--- src/rtl/vx_barrier_tracker_pkg.sv ---
// Shared types and sizing for the barrier tracker: request/release records and id widths.
package VX_gpu_pkg;

  localparam int NUM_WARPS    = 4;
  localparam int NUM_BARRIERS = 4;
  localparam int NW_BITS      = (NUM_WARPS > 1) ? $clog2(NUM_WARPS) : 1;
  localparam int NB_BITS      = (NUM_BARRIERS > 1) ? $clog2(NUM_BARRIERS) : 1;

  typedef struct packed {
    logic [NW_BITS-1:0] wid;
    logic [NB_BITS-1:0] bar_id;
    logic [NW_BITS-1:0] size_m1;
  } barrier_req_t;

  typedef struct packed {
    logic [NB_BITS-1:0]   bar_id;
    logic [NUM_WARPS-1:0] mask;
  } barrier_rel_t;

endpackage

--- src/rtl/vx_barrier_slot.sv ---
// One barrier slot: arrival count, latched expected size and member mask.
// done fires combinationally in the cycle the final warp arrives; done_mask includes that warp.
module vx_barrier_slot
  import VX_gpu_pkg::*;
(
  input  logic                 clk,
  input  logic                 reset_n,
  input  logic                 arrive,
  input  logic [NW_BITS-1:0]   wid,
  input  logic [NW_BITS-1:0]   size_m1,
  output logic                 done,
  output logic                 busy,
  output logic [NUM_WARPS-1:0] mask,
  output logic [NUM_WARPS-1:0] done_mask
);

  logic [NW_BITS:0]     count_reg;
  logic [NW_BITS-1:0]   size_reg;
  logic [NUM_WARPS-1:0] mask_reg;

  logic                 armed;
  logic [NW_BITS-1:0]   size_eff;
  logic [NW_BITS:0]     count_next;
  logic [NW_BITS:0]     target;
  logic [NUM_WARPS-1:0] wid_bit;

  assign armed      = (count_reg != '0);
  // The first arrival defines the barrier size; later arrivals' size fields are ignored.
  assign size_eff   = armed ? size_reg : size_m1;
  assign count_next = count_reg + (NW_BITS+1)'(1);
  assign target     = {1'b0, size_eff} + (NW_BITS+1)'(1);
  assign wid_bit    = NUM_WARPS'(1) << wid;

  assign done      = arrive && (count_next == target);
  assign busy      = armed;
  assign mask      = mask_reg;
  assign done_mask = mask_reg | wid_bit;

  always_ff @(posedge clk) begin
    if (!reset_n) begin
      count_reg <= '0;
      size_reg  <= '0;
      mask_reg  <= '0;
    end else if (done) begin
      count_reg <= '0;
      size_reg  <= '0;
      mask_reg  <= '0;
    end else if (arrive) begin
      if (!armed) size_reg <= size_m1;
      count_reg <= count_next;
      mask_reg  <= mask_reg | wid_bit;
    end
  end

endmodule

--- src/rtl/vx_barrier_tracker.sv ---
// Barrier tracker: decodes warp arrivals into slots, rejects duplicates, emits one release at a time.
// Optional performance counters are built when BARRIER_PERF_EN is defined.
module vx_barrier_tracker
  import VX_gpu_pkg::*;
(
  input  logic                    clk,
  input  logic                    reset_n,
  input  logic                    req_valid,
  output logic                    req_ready,
  input  logic [NW_BITS-1:0]      req_wid,
  input  logic [NB_BITS-1:0]      req_bar_id,
  input  logic [NW_BITS-1:0]      req_size_m1,
  output logic                    rel_valid,
  input  logic                    rel_ready,
  output logic [NB_BITS-1:0]      rel_bar_id,
  output logic [NUM_WARPS-1:0]    rel_mask,
  output logic [NUM_WARPS-1:0]    stalled_mask,
  output logic [NUM_BARRIERS-1:0] busy_mask,
  output logic                    err_pulse
`ifdef BARRIER_PERF_EN
  ,
  output logic [43:0]             perf_stall_cycles,
  output logic [31:0]             perf_releases
`endif
);

  barrier_req_t req;
  barrier_rel_t rel_reg;
  barrier_rel_t rel_next;
  logic         rel_valid_reg;
  logic         err_reg;

  logic                    accept;
  logic                    dup;
  logic                    any_done;
  logic [NUM_BARRIERS-1:0] arrive;
  logic [NUM_BARRIERS-1:0] slot_done;
  logic [NUM_WARPS-1:0]    slot_mask      [NUM_BARRIERS];
  logic [NUM_WARPS-1:0]    slot_done_mask [NUM_BARRIERS];

  assign req       = '{wid: req_wid, bar_id: req_bar_id, size_m1: req_size_m1};
  assign req_ready = ~rel_valid_reg | rel_ready;
  assign accept    = req_valid & req_ready;
  assign dup       = stalled_mask[req.wid];

  generate
    for (genvar gi = 0; gi < NUM_BARRIERS; gi++) begin : g_slot
      assign arrive[gi] = accept & ~dup & (req.bar_id == NB_BITS'(gi));
      vx_barrier_slot u_slot (
        .clk       (clk),
        .reset_n   (reset_n),
        .arrive    (arrive[gi]),
        .wid       (req.wid),
        .size_m1   (req.size_m1),
        .done      (slot_done[gi]),
        .busy      (busy_mask[gi]),
        .mask      (slot_mask[gi]),
        .done_mask (slot_done_mask[gi])
      );
    end
  endgenerate

  always_comb begin
    stalled_mask = '0;
    for (int i = 0; i < NUM_BARRIERS; i++) stalled_mask |= slot_mask[i];
  end

  // Only one arrival per cycle, so at most one slot completes; the encoder just picks it.
  always_comb begin
    any_done = 1'b0;
    rel_next = '0;
    for (int i = NUM_BARRIERS - 1; i >= 0; i--) begin
      if (slot_done[i]) begin
        any_done        = 1'b1;
        rel_next.bar_id = NB_BITS'(i);
        rel_next.mask   = slot_done_mask[i];
      end
    end
  end

  always_ff @(posedge clk) begin
    if (!reset_n) begin
      rel_valid_reg <= 1'b0;
      rel_reg       <= '0;
      err_reg       <= 1'b0;
    end else begin
      err_reg <= accept & dup;
      if (any_done) begin
        rel_valid_reg <= 1'b1;
        rel_reg       <= rel_next;
      end else if (rel_ready) begin
        rel_valid_reg <= 1'b0;
        rel_reg       <= '0;
      end
    end
  end

  assign rel_valid  = rel_valid_reg;
  assign rel_bar_id = rel_reg.bar_id;
  assign rel_mask   = rel_reg.mask;
  assign err_pulse  = err_reg;

`ifdef BARRIER_PERF_EN
  logic [43:0] stall_cycles_reg;
  logic [31:0] releases_reg;

  always_ff @(posedge clk) begin
    if (!reset_n) begin
      stall_cycles_reg <= '0;
      releases_reg     <= '0;
    end else begin
      if (stalled_mask != '0)          stall_cycles_reg <= stall_cycles_reg + 44'd1;
      if (rel_valid_reg && rel_ready)  releases_reg     <= releases_reg + 32'd1;
    end
  end

  assign perf_stall_cycles = stall_cycles_reg;
  assign perf_releases     = releases_reg;
`endif

endmodule

--- config.mk ---
export PLATFORM = sky130hd
export DESIGN_NAME = vx_barrier_tracker
export DESIGN_NICKNAME = d
export VERILOG_FILES = /design/src/rtl/vx_barrier_tracker_pkg.sv /design/src/rtl/vx_barrier_slot.sv /design/src/rtl/vx_barrier_tracker.sv
export SDC_FILE = /design/constraint.sdc
export NUM_CORES = 1
export LEC_CHECK = 0
export ABC_CLOCK_PERIOD_IN_PS = 3600
export BUFFER_PORTS_ARGS = -buffer_cell sky130_fd_sc_hd__buf_2
export CAP_MARGIN = 20
export CORE_MARGIN = 2
export CORE_UTILIZATION = 55
export CTS_CLUSTER_DIAMETER = 60
export CTS_CLUSTER_SIZE = 12
export DETAILED_ROUTE_END_ITERATION = 8
export HOLD_SLACK_MARGIN = 0.08
export PLACE_DENSITY_LB_ADDON = 0.12
export SETUP_SLACK_MARGIN = 0.5
export SYNTH_ARGS = -nofsm -noshare
export SYNTH_HDL_FRONTEND = slang
export SYNTH_HIERARCHICAL = 1
export SYNTH_SLANG_ARGS = --single-unit
--- constraint.sdc ---
create_clock -name clk -period 3.6 [get_ports clk]
set_clock_uncertainty 0.1 [all_clocks]
set_input_delay 0.72 -clock clk [delete_from_list [all_inputs] [get_ports clk]]
set_output_delay 0.72 -clock clk [all_outputs]
set_load 0.05 [all_outputs]
==> metrics.txt, run 1 <==
endpoints failing hold=0; Critical Path End Type=flip-flop; Slew Viols, Final=0; Crit Path Max Fanout=10; slowest CP cell=dfxtp_1; Final Non-Filler Cells=374; Worst Path Arrival=3040 ps; outcome=completed; Switching Share=29.1%; post-synthesis cell count=284; FF+latch count, synth=44; share of layout cells above drive strength 1=23.8%; RSZ-0062 raised after global routing=true; sequential power share=45.3%; number of flip-flops under the largest register name=16; Reg area=881 um2; Die ar.=5430 um2; FF-to-FF Start=g_slot[2].u_slot/count_reg[0]; Worst setup startpoint=g_slot[2].u_slot/count_reg[0]; Worst setup SP type=flip-flop; most frequent cells in the layout=dfxtp_1, inv_1, buf_2; Synth-to-Final Area Change=13.3%; dpl hpwl=4400 um; CP Buf/Inv Count=2; setup_tns=0 ps; DRC viols=0; first-pass GRT wire length=9740 um; Net Sw Power=327 uW; critical path, cell by cell=inv_1 -> ha_1 -> nor2b_4 -> mux2i_4 -> inv_1 -> ha_1 -> xnor2_1 -> and3_1 -> and2_2 -> nor2_2 -> and3_1 -> nand2_1 -> a21oi_1; vias per cell=5.86; Final Critical Period=2910 ps; # hold bufs at CTS=0; Final Setup Violations=0; vias in the first global route=2056; DRT Pass-1 Iters=4; Synth area leaders=dfxtp_1, a211oi_1, ha_1; Synth Area in XOR/XNOR=9.00%; Nets=341; Net Count, Synth=306; core area=4690 um2; leakage power=1.39 nW; crit-path leading delay family=simple AND/OR/NAND/NOR gates; Compound-Gate Fraction of Synth Area=24.8%; clk sinks=44; Max Buffers Root-to-Sink=2; post-CTS setup repair buffer count=0; area share of the largest cell type after synthesis=33.0%; distinct cell type count after synthesis=37; Internal=798 uW; wire per inst=15.7 um; area of the multi-input gates=1640 um2; Logic pwr share=21.5%; 1st-iter DRT viols=109; largest net degree at the start of global routing=19; Diodes inserted=0; Clock Pin Slew Worst Setup and Hold Paths=80 ps; GR Overflow Total=0; post-synthesis mux area share=8.06%; GP Congestion=0.869; row cnt=25; FMAX=344 MHz; placed cell count=366; Ys Warns=6; EDFF count, synth=0; Least-Margin Pin Slew=441 ps; Initial Utilization=56.9%; ys flop type=dfxtp_1; Tot GR Track Use=23.1%; H-tree levels=2; via count=2193; Worst Path Required=3730 ps; initial antenna violation count=0; commonest non-fill, non-tap cell in the layout=dfxtp_1; largest area contributor in the netlist=dfxtp_1; I/O pins=27; Fillers=407; clock root buffer=clkbuf_8; ANT nets after route=0; Clk pwr share=33.1%; VDD IR max=0.000196 V; Port Buffers=26; Worst-Skew Late Latency=300 ps; Num CTS Buffers=5; synthesized area=2670 um2; max-cap check violation count=0; register area share after synthesis=33.0%; Largest stage delay, worst path=340 ps; Simple-Gate Fraction of Synth Area=12.8%; die height=73.7 um; die width=73.7 um; CTS tree=yes; syn avg cell area=9.40 um2; Synth async-reset ratio=0%; Post-Synth Adder-Cell Area=5.62%; Worst Hold Class=flip-flop to flip-flop; critical path type=flip-flop to flip-flop; main combinational cell family by area after synthesis=compound AO/OA/AOI/OAI gates; slew margin rel.=70.4%; Period Utilization, post-route=80.7%; hold wc startpoint=rel_mask[2]; PwrDens=372 nW/um2; Total Routed Length=5870 um; cts repair resizes=0
cells in the mapped netlist, types with 2 or more instances:
cell	n
o211ai_1	4
dfxtp_1	44
nor3_1	2
o21ai_0	8
o21bai_1	4
mux2_2	4
a21o_1	16
a211oi_2	4
xnor2_2	4
a211oi_1	24
nor4_1	2
nor2b_4	4
mux2i_4	4
a31oi_1	13
or4_4	2
or4_1	2
mux2i_1	8
and2_1	4
inv_1	31
a21oi_1	13
nor4b_1	2
nor2_1	3
xor2_1	8
buf_6	4
xnor2_1	12
clkbuf_1	5
nand2_1	21
ha_1	12
o221ai_1	4
and3_1	9
through the flow:
step	utilization (%)	total power, mW	instance area, um2	hold slack, ps	setup slack [ps]
after floorplan	-	0.697	2670	408	548
after global placement	61.9	0.760	2910	348	542
after detailed placement	61.9	0.761	2910	347	549
after CTS	64.2	1.14	3010	358	538
after global routing	64.5	1.18	3030	381	495
final	64.5	1.12	3030	356	695
power by group through the flow:
stage	logic [mW]	registers (mW)	clock network [mW]
5_1_grt	0.262	0.512	0.402
3_5_place_dp	0.240	0.522	0
6_report	0.242	0.510	0.373
2_1_floorplan	0.164	0.533	0
4_1_cts	0.241	0.510	0.387
3_3_place_gp	0.239	0.521	0
final cells by class:
class                   count  area share [%]
clock buffers               6            2.40
repair buffers             37            7.03
well taps                  54            2.23
clock inverters             2            1.16
multi-input cells         200            54.2
inverters                  31            3.85
flip-flops and latches     44            29.1
final timing paths:
check                end  slack [ps]  depth (start not counted)
min reg2reg  rel_mask[2]         360                          2
min          rel_mask[2]         360                          2
max          rel_mask[0]         690                         13
max reg2reg  rel_mask[0]         690                         13
layer usage:
metal / routed length [um] / part of all wire [%] / track usage [%]
met2: 2760 / 47 / 36.7
met5: 0 / 0 / 0
met4: 68 / 1.2 / 7.68
met1: 2820 / 48 / 32.3
met3: 217 / 3.7 / 3.16
kinds of logic (layout without fill, tap and decap cells):
| group | Yosys count | in the layout |
|---|---|---|
| compound gates | 93 | 93 |
| buf+inv | 40 | 76 |
| mux | 16 | 16 |
| fa+ha+maj | 12 | 12 |
| flops | 44 | 44 |
| xor+xnor | 24 | 24 |
| simple gates | 55 | 55 |
worst reg2reg max path: cells and delay by family, from the launching register on:
| kind | cells | cell delay [ps] |
|---|---|---|
| compound gates | 1 | 130 |
| flops | 1 | 340 |
| buf+inv | 2 | 220 |
| fa+ha+maj | 2 | 490 |
| xor+xnor | 1 | 130 |
| simple gates | 6 | 1110 |
| mux | 1 | 310 |
(Power assumes the default switching activity.)
==> run 2, diff against run 1 <==
Settings changed: ABC_CLOCK_PERIOD_IN_PS 3600 to 2800.
Clock period 3.6 ns to 2.8 ns, I/O delays scaled along.
==> run 2 against run 1 <==
  * Register-to-register slack got worse by 560 ps
  * Wire length increased by 32%
  * Power increased by 36%
  * Critical endpoint is now rel_mask[2]
==> metrics.txt, run 2 (synthesized netlist as in run 1, its figures left out) <==
Port Buffers=26 (unchanged); Slew Viols, Final=0 (unchanged); Clock Pin Slew Worst Setup and Hold Paths=90 ps (was 80 ps); outcome=completed (unchanged); Die ar.=5430 um2 (unchanged); 1st-iter DRT viols=208 (was 109); dpl hpwl=4630 um (was 4400 um); DRT Pass-1 Iters=4 (unchanged); H-tree levels=2 (unchanged); reg2reg setup slack=130 ps (was 690 ps); vias per cell=6.07 (was 5.86); RSZ-0062 raised after global routing=true (unchanged); Synth-to-Final Area Change=41.5% (was 13.3%); commonest non-fill, non-tap cell in the layout=dfxtp_1 (unchanged); leakage power=1.69 nW (was 1.39 nW); Fillers=293 (was 407); Num CTS Buffers=5 (unchanged); Critical Path End Type=flip-flop (unchanged); FMAX=375 MHz (was 344 MHz); Least-Margin Pin Slew=406 ps (was 441 ps); clock root buffer=clkbuf_8 (unchanged); VDD IR max=0.000268 V (was 0.000196 V); slew margin rel.=72.9% (was 70.4%); Period Utilization, post-route=95.2% (was 80.7%); Tot GR Track Use=26.8% (was 23.1%); core area=4690 um2 (unchanged); Worst Path Arrival=2800 ps (was 3040 ps); end point of the critical path=rel_mask[2] (was rel_mask[0]); Final Critical Period=2670 ps (was 2910 ps); Crit Path Max Fanout=5 (was 10); Total Routed Length=7760 um (was 5870 um); CTS tree=yes (unchanged); initial antenna violation count=0 (unchanged); vias in the first global route=2281 (was 2056); Diodes inserted=0 (unchanged); Worst-Skew Late Latency=300 ps (about the same); Worst setup SP type=flip-flop (unchanged); ANT nets after route=0 (unchanged); pre-CTS setup slack=88.3 ps (was 549 ps); Initial Utilization=56.9% (unchanged); number of flip-flops under the largest register name=16 (unchanged); critical path type=flip-flop to flip-flop (unchanged); DRC viols=0 (unchanged); Worst Hold Class=flip-flop to flip-flop (unchanged); first-pass GRT wire length=11100 um (was 9740 um); most frequent cells in the layout=dfxtp_1, buf_4, buf_2 (was dfxtp_1, inv_1, buf_2); wire per inst=18.9 um (was 15.7 um); GR Overflow Total=0 (unchanged); max-cap check violation count=0 (unchanged); share of layout cells above drive strength 1=48.0% (was 23.8%); GP Congestion=0.832 (was 0.869); Reg-to-Reg End=rel_mask[2] (was rel_mask[0]); endpoints failing hold=0 (unchanged); Worst setup startpoint=g_slot[2].u_slot/mask[2] (was g_slot[2].u_slot/count_reg[0]); FF-to-FF Start=g_slot[2].u_slot/mask[2] (was g_slot[2].u_slot/count_reg[0]); setup_tns=0 ps (unchanged); Final Setup Violations=0 (unchanged); clk sinks=44 (unchanged); die height=73.7 um (unchanged); via count=2489 (was 2193); Max Buffers Root-to-Sink=2 (unchanged); PwrDens=404 nW/um2 (was 372 nW/um2); I/O pins=27 (unchanged); row cnt=25 (unchanged); die width=73.7 um (unchanged); PnR worst setup slack=133 ps (was 695 ps); Nets=377 (was 341); largest net degree at the start of global routing=21 (was 19); Worst Path Required=2930 ps (was 3730 ps); cell depth of the worst flop-to-flop path=10 (was 13)
-- run 2: changes by cell type in the layout (fill, tap and decap cells not counted), sizes merged --
cell	delta
clkinv	+1
buf	+32
and2	+1
bufinv	-1
clkbuf	+3
-- run 2: cell type report --
type / count / area, um2 / share of cell area, %
Clock buffer: 6 / 82.6 / 2.19
Clock inverter: 2 / 10.0 / 0.265
Inverter: 31 / 119 / 3.15
Multi-Input combinational cell: 201 / 2000 / 53.0
Sequential cell: 44 / 895 / 23.7
Tap cell: 54 / 67.6 / 1.79
Timing Repair Buffer: 72 / 601 / 15.9
-- run 2: layer usage --
metal	share of wire, %	track usage [%]
met1	44	35.2
met2	48	43.2
met3	5.6	5.62
met4	2.9	10.1
met5	0	0
-- run 2: worst min path at each step --
stage	slack (ps)	to	from	cells past startpoint
final	350	rel_mask[3]	rel_mask[3]	2
after global routing	380	rel_mask[0]	rel_mask[0]	2
after CTS	350	rel_mask[3]	rel_mask[3]	2
after detailed placement	340	rel_mask[3]	rel_mask[3]	2
after global placement	340	rel_mask[0]	rel_mask[0]	2
after floorplan	410	g_slot[0].u_slot/size_reg[1]	g_slot[0].u_slot/size_reg[1]	2
-- run 2: where the power goes --
| group | internal [mW] | switching [mW] |
|---|---|---|
| logic | 0.197 | 0.253 |
| registers | 0.643 | 0.0147 |
| clock network | 0.197 | 0.221 |
-- run 2: what timing repair did --
action	in CTS	in global routing
hold buffers	0	0
gates cloned	1	4
pin swaps	15	24
buffers inserted	14	10
gates resized for setup	38	42
setup endpoints to repair	30	42
-- run 2: critical path, cell delays in order, from the launching register on --
cell and delay, ps:
dfxtp_2 330, or4_4 560, nor3b_4 240, nor3_4 100, nor3_2 230, and3_4 250
and2_4 190, nand2_1 80, o211ai_1 240, o221ai_2 150, a21oi_1 140
-- run 2: metrics by stage --
step / instances / util, % / hold slack (ps) / power, mW / cell area, um2
2_1_floorplan: 284 / - / 407 / 0.909 / 2760
6_report: 410 / 80.5 / 353 / 1.53 / 3780
4_1_cts: 396 / 72.5 / 355 / 1.47 / 3400
5_1_grt: 410 / 80.5 / 379 / 1.59 / 3780
3_3_place_gp: 373 / 64.2 / 342 / 1.00 / 3010
3_5_place_dp: 373 / 64.2 / 343 / 1.01 / 3010
